===== config.mk =====
export PLATFORM = sky130hd
export DESIGN_NAME = exec_cc_mreg
export DESIGN_NICKNAME = d
export VERILOG_FILES = /design/src/rtl/exec_cc_mreg_pkg.sv /design/src/rtl/exec_cc_mreg_cond_eval.sv /design/src/rtl/exec_cc_mreg.sv
export SDC_FILE = /design/constraint.sdc
export NUM_CORES = 1
export LEC_CHECK = 0
export ABC_CLOCK_PERIOD_IN_PS = 1800
export BUFFER_PORTS_ARGS = -buffer_cell sky130_fd_sc_hd__buf_4
export CORE_MARGIN = 4
export CORE_UTILIZATION = 43
export DETAILED_ROUTE_END_ITERATION = 8
export HOLD_SLACK_MARGIN = 0.03
export PLACE_DENSITY = 0.78
export SKIP_CTS_REPAIR_TIMING = 1
export SYNTH_ARGS = -nofsm -noshare
export SYNTH_HDL_FRONTEND = slang
export SYNTH_SLANG_ARGS = --single-unit

===== constraint.sdc =====
create_clock -name clk -period 1.8 [get_ports clk]
set_input_delay 0.36 -clock clk [delete_from_list [all_inputs] [get_ports clk]]
set_output_delay 0.36 -clock clk [all_outputs]
set_load 0.1 [all_outputs]

===== src/rtl/exec_cc_mreg_pkg.sv =====
// Shared definitions for the execute-stage condition-code / E->M register slice.
// Contents:
//   - icode constants for NOP, cmovXX and jXX
//   - condition selector (ifun) constants
//   - the "no register" destination ID
//   - CC bit positions and the CC reset value
package exec_cc_mreg_pkg;

  // Instruction codes this slice cares about.
  localparam logic [3:0] INOP  = 4'h1;
  localparam logic [3:0] ICMOV = 4'h2;
  localparam logic [3:0] IJXX  = 4'h7;

  // Condition selectors carried in ifun for cmovXX / jXX.
  localparam logic [3:0] C_YES = 4'h0;
  localparam logic [3:0] C_LE  = 4'h1;
  localparam logic [3:0] C_L   = 4'h2;
  localparam logic [3:0] C_E   = 4'h3;
  localparam logic [3:0] C_NE  = 4'h4;
  localparam logic [3:0] C_GE  = 4'h5;
  localparam logic [3:0] C_G   = 4'h6;

  // Destination ID meaning "no register written".
  localparam logic [3:0] RNONE = 4'hF;

  // Bit positions inside the 3-bit CC word.
  localparam int unsigned CC_ZF = 2;
  localparam int unsigned CC_SF = 1;
  localparam int unsigned CC_OF = 0;

  // Flags after reset: ZF set, SF and OF clear.
  localparam logic [2:0] CC_RESET = 3'b100;

endpackage


===== src/rtl/exec_cc_mreg_cond_eval.sv =====
// cond_eval: purely combinational branch / cmov condition evaluator.
// Kept standalone so a fetch-side predictor check can reuse it.
// Ports:
//   cc   [2:0] condition codes, [2]=ZF [1]=SF [0]=OF
//   ifun [3:0] condition selector
//   cnd        1 when the selected condition holds (selectors 7..15 give 0)
module cond_eval
  import exec_cc_mreg_pkg::*;
(
  input  logic [2:0] cc,
  input  logic [3:0] ifun,
  output logic       cnd
);

  logic zf, sf, of, lt;

  assign zf = cc[CC_ZF];
  assign sf = cc[CC_SF];
  assign of = cc[CC_OF];
  // Signed "less than" after a subtract-style compare.
  assign lt = sf ^ of;

  always_comb begin
    // NOTE: default assignment first so no path through the case leaves cnd
    // unassigned, which would otherwise infer a latch.
    cnd = 1'b0;
    case (ifun)
      C_YES:   cnd = 1'b1;
      C_LE:    cnd = lt | zf;
      C_L:     cnd = lt;
      C_E:     cnd = zf;
      C_NE:    cnd = ~zf;
      C_GE:    cnd = ~lt;
      C_G:     cnd = ~lt & ~zf;
      default: cnd = 1'b0;
    endcase
  end

endmodule


===== src/rtl/exec_cc_mreg.sv =====
// exec_cc_mreg: execute-stage condition-code register, Cnd evaluation,
// cmov destination cancel and the E->M pipeline register.
// Ports:
//   clk, rst                 rising-edge clock, synchronous active-high reset
//   e_icode, e_ifun          instruction / function code in execute
//   e_valE, e_valA           ALU result and passthrough operand (W bits)
//   e_CC, set_cc             ALU flags and their load enable
//   e_dstE, e_dstM           destination register IDs
//   m_stall, m_bubble        M register hold / NOP injection
//   e_Cnd                    combinational condition from current CC
//   cc_q                     current CC register
//   M_*                      registered execute results for the memory stage
module exec_cc_mreg
  import exec_cc_mreg_pkg::ICMOV, exec_cc_mreg_pkg::CC_RESET;
#(
  parameter int unsigned W         = 64,
  parameter logic [3:0]  NOP_ICODE = 4'h1,
  parameter logic [3:0]  RNONE     = exec_cc_mreg_pkg::RNONE
) (
  input  logic         clk,
  input  logic         rst,
  input  logic [3:0]   e_icode,
  input  logic [3:0]   e_ifun,
  input  logic [W-1:0] e_valE,
  input  logic [2:0]   e_CC,
  input  logic         set_cc,
  input  logic [W-1:0] e_valA,
  input  logic [3:0]   e_dstE,
  input  logic [3:0]   e_dstM,
  input  logic         m_stall,
  input  logic         m_bubble,
  output logic         e_Cnd,
  output logic [2:0]   cc_q,
  output logic [3:0]   M_icode,
  output logic         M_Cnd,
  output logic [W-1:0] M_valE,
  output logic [W-1:0] M_valA,
  output logic [3:0]   M_dstE,
  output logic [3:0]   M_dstM
);

  logic [3:0] dst_e_eff;

  // Cnd is evaluated from the registered flags only: an instruction that
  // also sets CC this cycle still sees the previous flags.
  cond_eval u_cond_eval (
    .cc   (cc_q),
    .ifun (e_ifun),
    .cnd  (e_Cnd)
  );

  // A cmov whose condition fails must not write its destination.
  assign dst_e_eff = (e_icode == ICMOV && !e_Cnd) ? RNONE : e_dstE;

  // CC register. Pipeline hazards are handled upstream by gating set_cc,
  // so stall/bubble deliberately do not touch it.
  always_ff @(posedge clk) begin
    // NOTE: non-blocking assignments for all clocked state so every register
    // samples pre-edge values regardless of statement order.
    if (rst)         cc_q <= CC_RESET;
    else if (set_cc) cc_q <= e_CC;
  end

  // E->M register: reset and bubble both inject a NOP, bubble beats stall.
  always_ff @(posedge clk) begin
    if (rst || m_bubble) begin
      M_icode <= NOP_ICODE;
      M_Cnd   <= 1'b0;
      M_valE  <= '0;
      M_valA  <= '0;
      M_dstE  <= RNONE;
      M_dstM  <= RNONE;
    end else if (!m_stall) begin
      M_icode <= e_icode;
      M_Cnd   <= e_Cnd;
      M_valE  <= e_valE;
      M_valA  <= e_valA;
      M_dstE  <= dst_e_eff;
      M_dstM  <= e_dstM;
    end
  end

endmodule


* Word-level counts from Yosys, hierarchy flattened *
Index checks and enable logic that the tools add are counted.

word-level totals
  register bits = 144
  latch bits = 0
  RAM bits = 0
  bits in read-only memories = 0
  input port bits = 152
  output and inout port bits = 145
  logic and storage cells = 25
  memories = 0

cells by class
  $add $sub $neg = 0
  $mul = 0
  divide/modulo/power cells = 0
  $lt $le $gt $ge = 0
  equal/unequal tests = 7
  shifts and indexed selects = 0
  muxes and demuxes = 2
  bitwise logic cells = 5
  reductions and logical operators = 4

operators with widths
  kind                                           count
  == test 4 x 2 -> 1 bit, second input constant  3
  == test 4 x 3 -> 1 bit, second input constant  3
  case mux 1 bit (7 select lines)                1
  == test 4 x 1 -> 1 bit, second input constant  1
  zero test 4 bit                                1
  2-to-1 mux 4 bit                               1
  NOT 1 bit                                      2
  bitwise AND 1 bit                              1
  logical AND 1 bit                              1
  zero test 1 bit                                1
  logical OR 1 bit                               1
  bitwise OR 1 bit                               1
  XOR 1 bit                                      1

* Depth between registers and ports, before layout *
Gate-level depths: netlist of run 1.

  word-level depth = 7
  depth in mapped cells = 5
  mapped depth without buffers = 5

* Hierarchy *
A second synthesis of run 1 with hierarchy kept.

unflattened totals
  cells, all modules = 482
  area, all modules = 5260.0 um2

by module, submodules not included
  module        times used  cells each  area an instance (um2)  sequential area each (um2)
  exec_cc_mreg  1           472         5178.7                  2882.8
  cond_eval     1           10          81.3                    0.0

* Least setup slack after synthesis of run 1 *
Ideal clock, no wire load.

  path type = register -> register
  from = register cc_q[0]
  to = register M_dstE[0]
  library setup time = 0.117 ns
  data arrival time = 3.480 ns
  required time = 1.683 ns
  path slack = -1.797 ns
  cell stages (with the launch flop) = 6
  path buffers = 0
  clock period less this slack = 3.597 ns
  path through = dfxtp_1 -> xor2_1 -> or3b_1 -> a311oi_2 -> o21ai_2 -> o22a_1

between the ends
  word-level cells in the longest chain between the ends = 7
  elaborated cells on any way between the ends = 8
  classes of those cells = 2 x mux; 4 x bitwise; 2 x reduce/logical

RTL lines
  element                              RTL line                                                    source
  start, declared                      exec_cc_mreg.sv:33                                          output logic [2:0] cc_q,
  start signal, assigned               exec_cc_mreg.sv:60                                          if (rst) cc_q <= CC_RESET;
  start signal, assigned               exec_cc_mreg.sv:61                                          else if (set_cc) cc_q <= e_CC;
  XOR 1 bit (*)                        exec_cc_mreg_cond_eval.sv:21                                assign lt = sf ^ of;
  NOT 1 bit                            exec_cc_mreg_cond_eval.sv:33, exec_cc_mreg_cond_eval.sv:34
  bitwise AND 1 bit                    exec_cc_mreg_cond_eval.sv:34                                C_G: cnd = ~lt & ~zf;
  case mux 1 bit (7 select lines) (*)  exec_cc_mreg_cond_eval.sv:27                                case (ifun)
  named net e_Cnd                      exec_cc_mreg.sv:32                                          output logic e_Cnd,
  zero test 1 bit (*)                  exec_cc_mreg.sv:53                                          assign dst_e_eff = (e_icode == ICMOV && !e_Cnd) ? RNONE : e_dstE;
  logical AND 1 bit (*)                exec_cc_mreg.sv:53
  2-to-1 mux 4 bit (*)                 exec_cc_mreg.sv:53
  end signal, assigned                 exec_cc_mreg.sv:78                                          M_dstE <= dst_e_eff;
  end, declared                        exec_cc_mreg.sv:38                                          output logic [3:0] M_dstE,

The timed path passes the listed nets; every way through them passes the cells marked *.
A chain may end at the register's enable or synchronous reset.

* Worst setup path after layout of run 1 *
  from = register cc_q[1]
  to = output e_Cnd

between the ends
  word-level cells in the longest chain between the ends = 4
  elaborated cells on any way between the ends = 5
  classes of those cells = 1 x mux; 4 x bitwise

RTL lines
  element                              RTL line
  XOR 1 bit (*)                        exec_cc_mreg_cond_eval.sv:21
  NOT 1 bit                            exec_cc_mreg_cond_eval.sv:33, exec_cc_mreg_cond_eval.sv:34
  bitwise AND 1 bit                    exec_cc_mreg_cond_eval.sv:34
  case mux 1 bit (7 select lines) (*)  exec_cc_mreg_cond_eval.sv:27
  end, declared                        exec_cc_mreg.sv:32

Every way passes the cells marked *; elsewhere a longest branch is shown, timed or not.

==> metrics.csv, run 1 <==
metric,value,unit
status,finished with violations,
violations,negative setup slack,
wl_per_cell,16.2,um
drt-pass1-iter-count,4,
clk_path_buf_depth,2,
synth-seq-area-share,56.4,%
viasPerCell,4.76,
synth_fp_nets,628,
p_leak,4.12,nW
ys_types,22,
rsz0062_at_grt,true,
die_area,0.0137,mm2
drv_slew,0,
synthesis.area,0.00511,mm2
path_max_fanout,3,
drive_gt1_share,44.7,%
synth_area_leaders,"dfxtp_1 56%, mux2i_1 27%, nor2_1 9.9%",
post-dp-hpwl,11.4,mm
grt_first_pass_wirelength,21.7,mm
start_util,44.4,%
worst_hold_path_type,input pin to flip-flop,
grt_overflow,0,
whs_path_depth,2,
synth-seq-cells,144,
placed_cell_area,0.00752,mm2
ios,297,
ant_nets,0,
cts_max_level,4,
cts_buffers,17,
fin_area,0.00819,mm2
critPathLaunchType,flip-flop,
nets,924,
crit_type,flip-flop to output pin,
yosysWarnings,0,
crit_chain,xor2_2 -> a211o_2 -> a311oi_4 -> buf_12,
slew_headroom,63.6,%
worstHoldEndpoint,cc_q[1],
portBuffers,296,
cts_root_buf,clkbuf_16,
fin_skew,1.04,ps
power_density,1070,mW/mm2
setup_ws,-419,ps
die_w,117,um
clkSinkCount,144,
drt_iter0_markers,237,
max_stage_delay,370,ps
pre_cts_slack,-70.3,ps
diodes,0,
via_count,4417,
fin_crit_sh,123,%
r2r-end,M_dstE[3],
grt_pass1_vias,4361,
hp-start,rst,
cts_tree,built,
cp_data_required_time,1440,ps
cp.arrival,1860,ps
worstSetupEndpointType,output pin,
die_height,117,um
yosys.area.top_type,dfxtp_1,
row_count,39,
clkSlewWorstSetupHoldPaths,60,ps
drc_errors,0,
grt_use_total,20.8,%
setup_viol,1,
yosys.area.top_type_share,56.4,%
reg2reg_depth,6,
maxCapViolCount,0,
r2r_setup_slack,30,ps
syn_inst,476,
ir_worst_vdd,0.612,mV
coreArea,0.0115,mm2
clock_latency,410,ps
area_delta_synth_final,60.3,%
hold_viol,0,
reg2reg_from,cc_q[1],
worstMarginPinSlew,547,ps
antenna_found_initial,0,
fmax,0.451,GHz
route.final.wire_length,15.0,mm
syn_avg_cell_area,10.7,um2
grt_max_degree,55,
crit_path_top_delay_cell,a311oi_4,
gp_congestion,0.839,
min_period,2220,ps
-- power by group --
part / internal (W) / switching [W] / total, W / leakage, nW
registers: 0.00330 / 0.0000592 / 0.00336 / 1.18
logic: 0.000540 / 0.00112 / 0.00166 / 2.63
clock network: 0.00248 / 0.00128 / 0.00376 / 0.323
total: 0.00632 / 0.00246 / 0.00878 / 4.12
-- cells by family (layout without fill, tap and decap cells) --
kind of cell | count (synthesis) | in the layout | share of synthesized area [%]
buffers and inverters | 33 | 342 | 3.13
and+or+nand+nor | 150 | 150 | 11.4
xor gates and xnor gates | 1 | 1 | 0.171
DFF | 144 | 144 | 56.4
muxes | 138 | 138 | 27.0
AOI/OAI and AO/OA | 10 | 10 | 1.81
-- placed cells by master (no fill, tap or decap), drive strengths merged, types with 2 or more instances in the layout --
cell type	count
mux2i	138
o22a	4
dfxtp	144
nand2	9
inv	2
clkinv	4
nand2b	2
nor2	135
buf	308
bufinv	3
clkbuf	24
-- flip-flops by register name (all words and copies together) (netlist names) --
| name | flops |
|---|---|
| M_dstE | 4 |
| M_valA | 64 |
| M_Cnd | 1 |
| M_valE | 64 |
| M_icode | 4 |
| cc_q | 3 |
| M_dstM | 4 |
-- Yosys cell counts --
cell / number
buf_6: 3
or2_2: 1
nor2_1: 135
or4b_2: 1
a311oi_2: 1
or3b_1: 1
o21ai_2: 1
nand2_1: 9
buf_2: 11
dfxtp_1: 144
o211ai_1: 1
a211o_2: 1
o22a_1: 4
nand3_1: 1
nand2b_1: 2
a211oi_1: 1
buf_1: 1
xor2_1: 1
mux2i_1: 138
clkbuf_1: 16
a31o_2: 1
inv_1: 2
-- stage by stage --
step	utilization [%]	cells	setup TNS, ps	total power [W]	hold slack, ps
floorplan	-	476	-3680	0.00456	423
global placement	65.3	896	-28.3	0.00505	458
detailed placement	65.3	896	-70.3	0.00508	466
CTS	71.0	928	-521	0.00885	119
global route	71.1	928	-556	0.00909	126
finish	71.1	928	-419	0.00878	135
-- critical path: cells and delay by family, from the launching register on --
kind / cells / cell delay (ps)
compound gates: 2 / 690
flops: 1 / 350
buf+inv: 1 / 220
xor+xnor: 1 / 190
-- per-layer routing --
metal / vias up / track usage, % / routed length, um / share of wire, %
met5: - / 0 / 0 / 0
met4: 0 / 9.10 / 400 / 2.7
met3: 30 / 7.76 / 1150 / 7.6
met2: 173 / 36.8 / 7820 / 52
met1: 2029 / 22.1 / 5640 / 38
li1: 2185 / - / - / -
-- worst max-delay path by stage --
stage          slack, ps         to  depth (start not counted)    start
5_1_grt             -480      e_Cnd                          4  cc_q[1]
3_3_place_gp         -30      e_Cnd                          4  cc_q[1]
3_5_place_dp         -70      e_Cnd                          4  cc_q[1]
2_1_floorplan       -660  M_dstE[0]                          5  cc_q[1]
4_1_cts             -520      e_Cnd                          4  cc_q[1]
6_report            -420      e_Cnd                          4  cc_q[1]
-- layout make-up --
cell class                      instances  area, um2
Clock buffer                           24        533
Clock inverter                          8        121
Fill cell                             866       3330
Inverter                                2       7.51
Multi-Input combinational cell        299       2090
Sequential cell                       144       2890
Tap cell                              143        179
Timing Repair Buffer                  308       2370
Power figures use the tool's default switching activity.
==> inputs of run 2 (changes only) <==
--- a/config.mk
+++ b/config.mk
@@ -11,6 +11,7 @@
 export CORE_UTILIZATION = 43
 export DETAILED_ROUTE_END_ITERATION = 8
 export HOLD_SLACK_MARGIN = 0.03
+export MAX_ROUTING_LAYER = met4
 export PLACE_DENSITY = 0.78
 export SKIP_CTS_REPAIR_TIMING = 1
 export SYNTH_ARGS = -nofsm -noshare
==> metrics.csv, run 2 (synthesized netlist as in run 1, its figures left out) <==
metric,value,unit
cp.arrival,1860,ps
worstMarginPinSlew,549,ps
setup_viol,1,
cts_max_level,4,
fmax,0.451,GHz
hold_viol,0,
area_delta_synth_final,60.3,%
portBuffers,296,
multi_input_area,0.00209,mm2
grt_pass1_vias,4352,
violations,negative setup slack,
ant_nets,0,
ios,297,
drt-pass1-iter-count,4,
fin_crit_sh,123,%
cts_tree,built,
row_count,39,
die_area,0.0137,mm2
slew_headroom,63.4,%
clock_latency,410,ps
clkSinkCount,144,
worst_hold_path_type,input pin to flip-flop,
crit_type,flip-flop to output pin,
setup_ws,-418,ps
die_w,117,um
layout.area.seq,0.00289,mm2
grt_max_degree,55,
final_common_cell,buf_4,
grt_first_pass_wirelength,21.7,mm
dp_cells,896,
clk_path_buf_depth,2,
fin_util,71.1,%
maxCapViolCount,0,
cp_data_required_time,1440,ps
clkSlewWorstSetupHoldPaths,60,ps
cts_root_buf,clkbuf_16,
wl_per_cell,16.2,um
gp_congestion,0.852,
start_util,44.4,%
post-dp-hpwl,11.4,mm
via_count,4392,
drt_iter0_markers,190,
nFillCells,866,
min_period,2220,ps
fin_area,0.00819,mm2
nets,924,
grt_use_total,21.5,%
path_max_fanout,3,
drc_errors,0,
rsz0062_at_grt,true,
grt_overflow,0,
drive_gt1_share,44.7,%
final-instance-count-excl-fill,928,
status,finished with violations,
fin_skew,1.95,ps
ir_worst_vdd,0.615,mV
p_leak,4.12,nW
placed_cell_area,0.00752,mm2
mostFrequentLayoutCells,"303 x buf_4, 141 x dfxtp_1, 138 x mux2i_1",
worstSetupEndpointType,output pin,
power_density,1070,mW/mm2
viasPerCell,4.73,
antenna_found_initial,0,
route.final.wire_length,15.0,mm
coreArea,0.0115,mm2
drv_slew,0,
die_height,117,um
cts_buffers,17,
critPathLaunchType,flip-flop,
reg_top3,"M_valA (64), M_valE (64)",
diodes,0,
pre_cts_slack,-70.3,ps
-- run 2: per-stage QoR --
stage               setup TNS, ps  hold WS [ps]  power, W
CTS                          -521           119   0.00885
global placement            -28.3           458   0.00505
global route                 -558           125   0.00909
detailed placement          -70.3           466   0.00508
floorplan                   -3680           423   0.00456
finish                       -418           136   0.00877
-- run 2: worst paths after layout --
| path | cells past startpoint | from | slack (ps) | to |
|---|---|---|---|---|
| hold / removal | 2 | rst | 140 | cc_q[1] |
| setup reg to reg | 6 | cc_q[1] | 30 | M_dstE[3] |
| hold reg to reg | 2 | M_dstM[3] | 480 | M_dstM[3] |
| setup / recovery | 4 | cc_q[1] | -420 | e_Cnd |
-- run 2: where the power goes --
part / switching, W / internal [W] / total [W] / leakage, nW
clock network: 0.00127 / 0.00248 / 0.00375 / 0.323
logic: 0.00112 / 0.000541 / 0.00166 / 2.63
registers: 0.0000594 / 0.00330 / 0.00336 / 1.18
-- run 2: final cells by class --
type / instances / share of cell area [%]
clock buffers: 24 / 6.51
clock inverters: 8 / 1.48
inverters: 2 / 0.0917
multi-input cells: 299 / 25.5
flip-flops and latches: 144 / 35.3
well taps: 143 / 2.19
repair buffers: 308 / 28.9
-- run 2: worst max-delay path, cell delays in order (launching register included) --
cell and delay [ps]:
dfxtp_4 350, xor2_2 190, a211o_2 320, a311oi_4 370
buf_12 220
-- run 2: routing by layer --
metal,up-vias,global-route usage (%),part of all wire [%]
li1,2178,-,-
met1,2023,22.9,39
met2,164,36.9,52
met3,27,6.84,6.5
met4,0,8.87,2.4
met5,-,-,0
==> inputs of run 3 (changes only) <==
--- a/config.mk
+++ b/config.mk
@@ -5,14 +5,15 @@
 export SDC_FILE = /design/constraint.sdc
 export NUM_CORES = 1
 export LEC_CHECK = 0
+export ABC_AREA = 1
 export ABC_CLOCK_PERIOD_IN_PS = 1800
 export BUFFER_PORTS_ARGS = -buffer_cell sky130_fd_sc_hd__buf_4
 export CORE_MARGIN = 4
-export CORE_UTILIZATION = 43
+export CORE_UTILIZATION = 44
 export DETAILED_ROUTE_END_ITERATION = 8
 export HOLD_SLACK_MARGIN = 0.03
 export MAX_ROUTING_LAYER = met4
-export PLACE_DENSITY = 0.78
+export PLACE_DENSITY = 0.79
 export SKIP_CTS_REPAIR_TIMING = 1
 export SYNTH_ARGS = -nofsm -noshare
 export SYNTH_HDL_FRONTEND = slang
==> metrics.csv, run 3 <==
metric,value,unit
wl_per_cell,14.7,um
crit_path_top_delay_cell,dfxtp_4,
crit_type,flip-flop to output pin,
critPathLaunchType,flip-flop,
critical_path.top_delay_family,simple AND/OR/NAND/NOR gates,
portBuffers,296,
start_util,45.1,%
mostFrequentLayoutCells,"301 x nand2_1, 298 x buf_4, 141 x dfxtp_1",
route.final.wire_length,16.1,mm
synth_area_leaders,"dfxtp_1 56%, nand2_1 22%, a21oi_1 13%",
diodes,0,
cts_max_level,4,
ir_worst_vdd,0.775,mV
final_common_cell,nand2_1,
min_period,1830,ps
ant_nets,0,
final-instance-count-excl-fill,1096,
clk_path_buf_depth,2,
die_height,116,um
yosysMostFrequentCell,nand2_1,
synthTopCellsByCount,"302 x nand2_1, 144 x dfxtp_1, 134 x a21oi_1",
synth_edf_count,0,
yosys.area.top_type_share,56.0,%
grt_first_pass_wirelength,23.8,mm
fin_crit_sh,101,%
synth-seq-area-share,56.0,%
status,finished with violations,
synth_mux_area_share,0,%
grt_pass1_vias,4906,
area_delta_synth_final,54.8,%
synthArstFlopShare,0,%
via_count,5237,
p_sw,0.00244,W
yosys.area.top_type,dfxtp_1,
clkSinkCount,144,
worst_hold_path_type,input pin to flip-flop,
coreArea,0.0114,mm2
maxCapViolCount,0,
nFillCells,1010,
reg_top3,"M_valA (64), M_valE (64)",
cts_tree,built,
synth_top_family_by_area,simple AND/OR/NAND/NOR gates,
die_area,0.0135,mm2
layout.area.seq,0.00289,mm2
slew_headroom,48.3,%
internal-power,0.00593,W
cts_root_buf,clkbuf_16,
drc_errors,0,
synthFlopType,dfxtp_1,
cp.arrival,1470,ps
clkSlewWorstSetupHoldPaths,50,ps
placed_cell_area,0.00738,mm2
fin_util,69.9,%
ios,297,
syn_inst,664,
violations,negative setup slack,
p_seq_share,40.1,%
setup_ws,-26.6,ps
pwr-share-clk,40.9,%
multi_input_area,0.00191,mm2
setup_viol,1,
ys_types,18,
synth-simple-area-share,23.4,%
drive_gt1_share,35.9,%
fin_area,0.00798,mm2
synthesis.area,0.00515,mm2
fmax,0.547,GHz
path_buf_inv,3,
antenna_found_initial,0,
worstMarginPinSlew,776,ps
worstSetupEndpointType,output pin,
viasPerCell,4.78,
grt_max_degree,140,
cts_buffers,17,
syn_avg_cell_area,7.76,um2
post_synth_xor_area_fraction,0,%
row_count,39,
cp_data_required_time,1440,ps
synth_fa_ha_area_share,0,%
yosysWarnings,0,
crit_chain,inv_2 -> nand2_1 -> nand2_2 -> nor2_1 -> nor2_1 -> nand2_2 -> clkinvlp_4 -> buf_12,
swShare,29.1,%
grt_overflow,0,
rsz0062_at_grt,true,
die_w,116,um
power_density,1050,mW/mm2
grt_use_total,23.5,%
hold_viol,0,
finalPower,0.00837,W
p_leak,3.75,nW
nets,1092,
max_stage_delay,350,ps
synth-seq-cells,144,
dp_cells,1064,
drt-pass1-iter-count,5,
path_max_fanout,3,
synth_fp_nets,816,
clock_latency,410,ps
synth_compound_area_share,13.6,%
drv_slew,0,
gp_congestion,0.837,
pwr-share-comb,19.1,%
drt_iter0_markers,402,
post-dp-hpwl,11.3,mm
fin_skew,6.35,ps
-- run 3: cell count changes after synthesis, sizes merged, moves of 2 or more --
cell	previous run	this run
inv	2	19
nand2b	2	0
buf	15	43
mux2i	138	0
a21oi	0	134
o22a	4	0
nand3	1	7
clkbuf	16	3
o21ai	1	4
nand2	9	304
nor2	135	3
-- run 3: layout make-up --
class,count,share of cell area [%]
multi-input cells,455,23.9
repair buffers,303,29.3
inverters,19,0.988
clock inverters,6,1.00
well taps,143,2.24
clock buffers,26,6.26
flip-flops and latches,144,36.3
-- run 3: power by group through the flow --
| stage | Clock [W] | Sequential [W] | Combinational, W |
|---|---|---|---|
| floorplan | 0 | 0.00418 | 0.000340 |
| global placement | 0 | 0.00342 | 0.00158 |
| detailed placement | 0 | 0.00342 | 0.00159 |
| CTS | 0.00348 | 0.00335 | 0.00160 |
| global route | 0.00364 | 0.00336 | 0.00168 |
| finish | 0.00342 | 0.00335 | 0.00160 |
-- run 3: worst reg2reg max path: cells and delay by family (launching register included) --
| kind | cells | cell delay [ps] |
|---|---|---|
| DFF | 1 | 340 |
| buffers and inverters | 1 | 50 |
| and+or+nand+nor | 9 | 640 |
-- run 3: cell families (layout without fill, tap and decap cells) --
group | after synthesis | after routing
buffers and inverters | 65 | 354
flip-flops | 144 | 144
AND/OR/NAND/NOR | 316 | 316
AO/OA/AOI/OAI | 139 | 139
-- run 3: final timing paths --
kind	startpoint	end	slack [ps]	cells past startpoint
max	cc_q[0]	e_Cnd	-30	8
min	e_dstM[2]	M_dstM[2]	150	3
max reg2reg	cc_q[0]	M_dstE[0]	650	10
min reg2reg	M_valA[41]	M_valA[41]	460	2
-- run 3: per-layer routing --
metal	GRT usage, %	vias to the layer above	part of all wire [%]
met5	-	-	0
met4	10.4	0	3.1
met3	8.24	38	10
met2	37.9	233	49
met1	26.4	2318	38
li1	-	2648	-
-- run 3: metrics by stage --
step	worst slack [ps]	hold slack (ps)	TNS (ps)
after detailed placement	180	456	0
after global routing	-142	150	-142
after global placement	190	446	0
after CTS	-127	135	-127
after floorplan	62.2	473	0
final	-26.6	153	-26.6
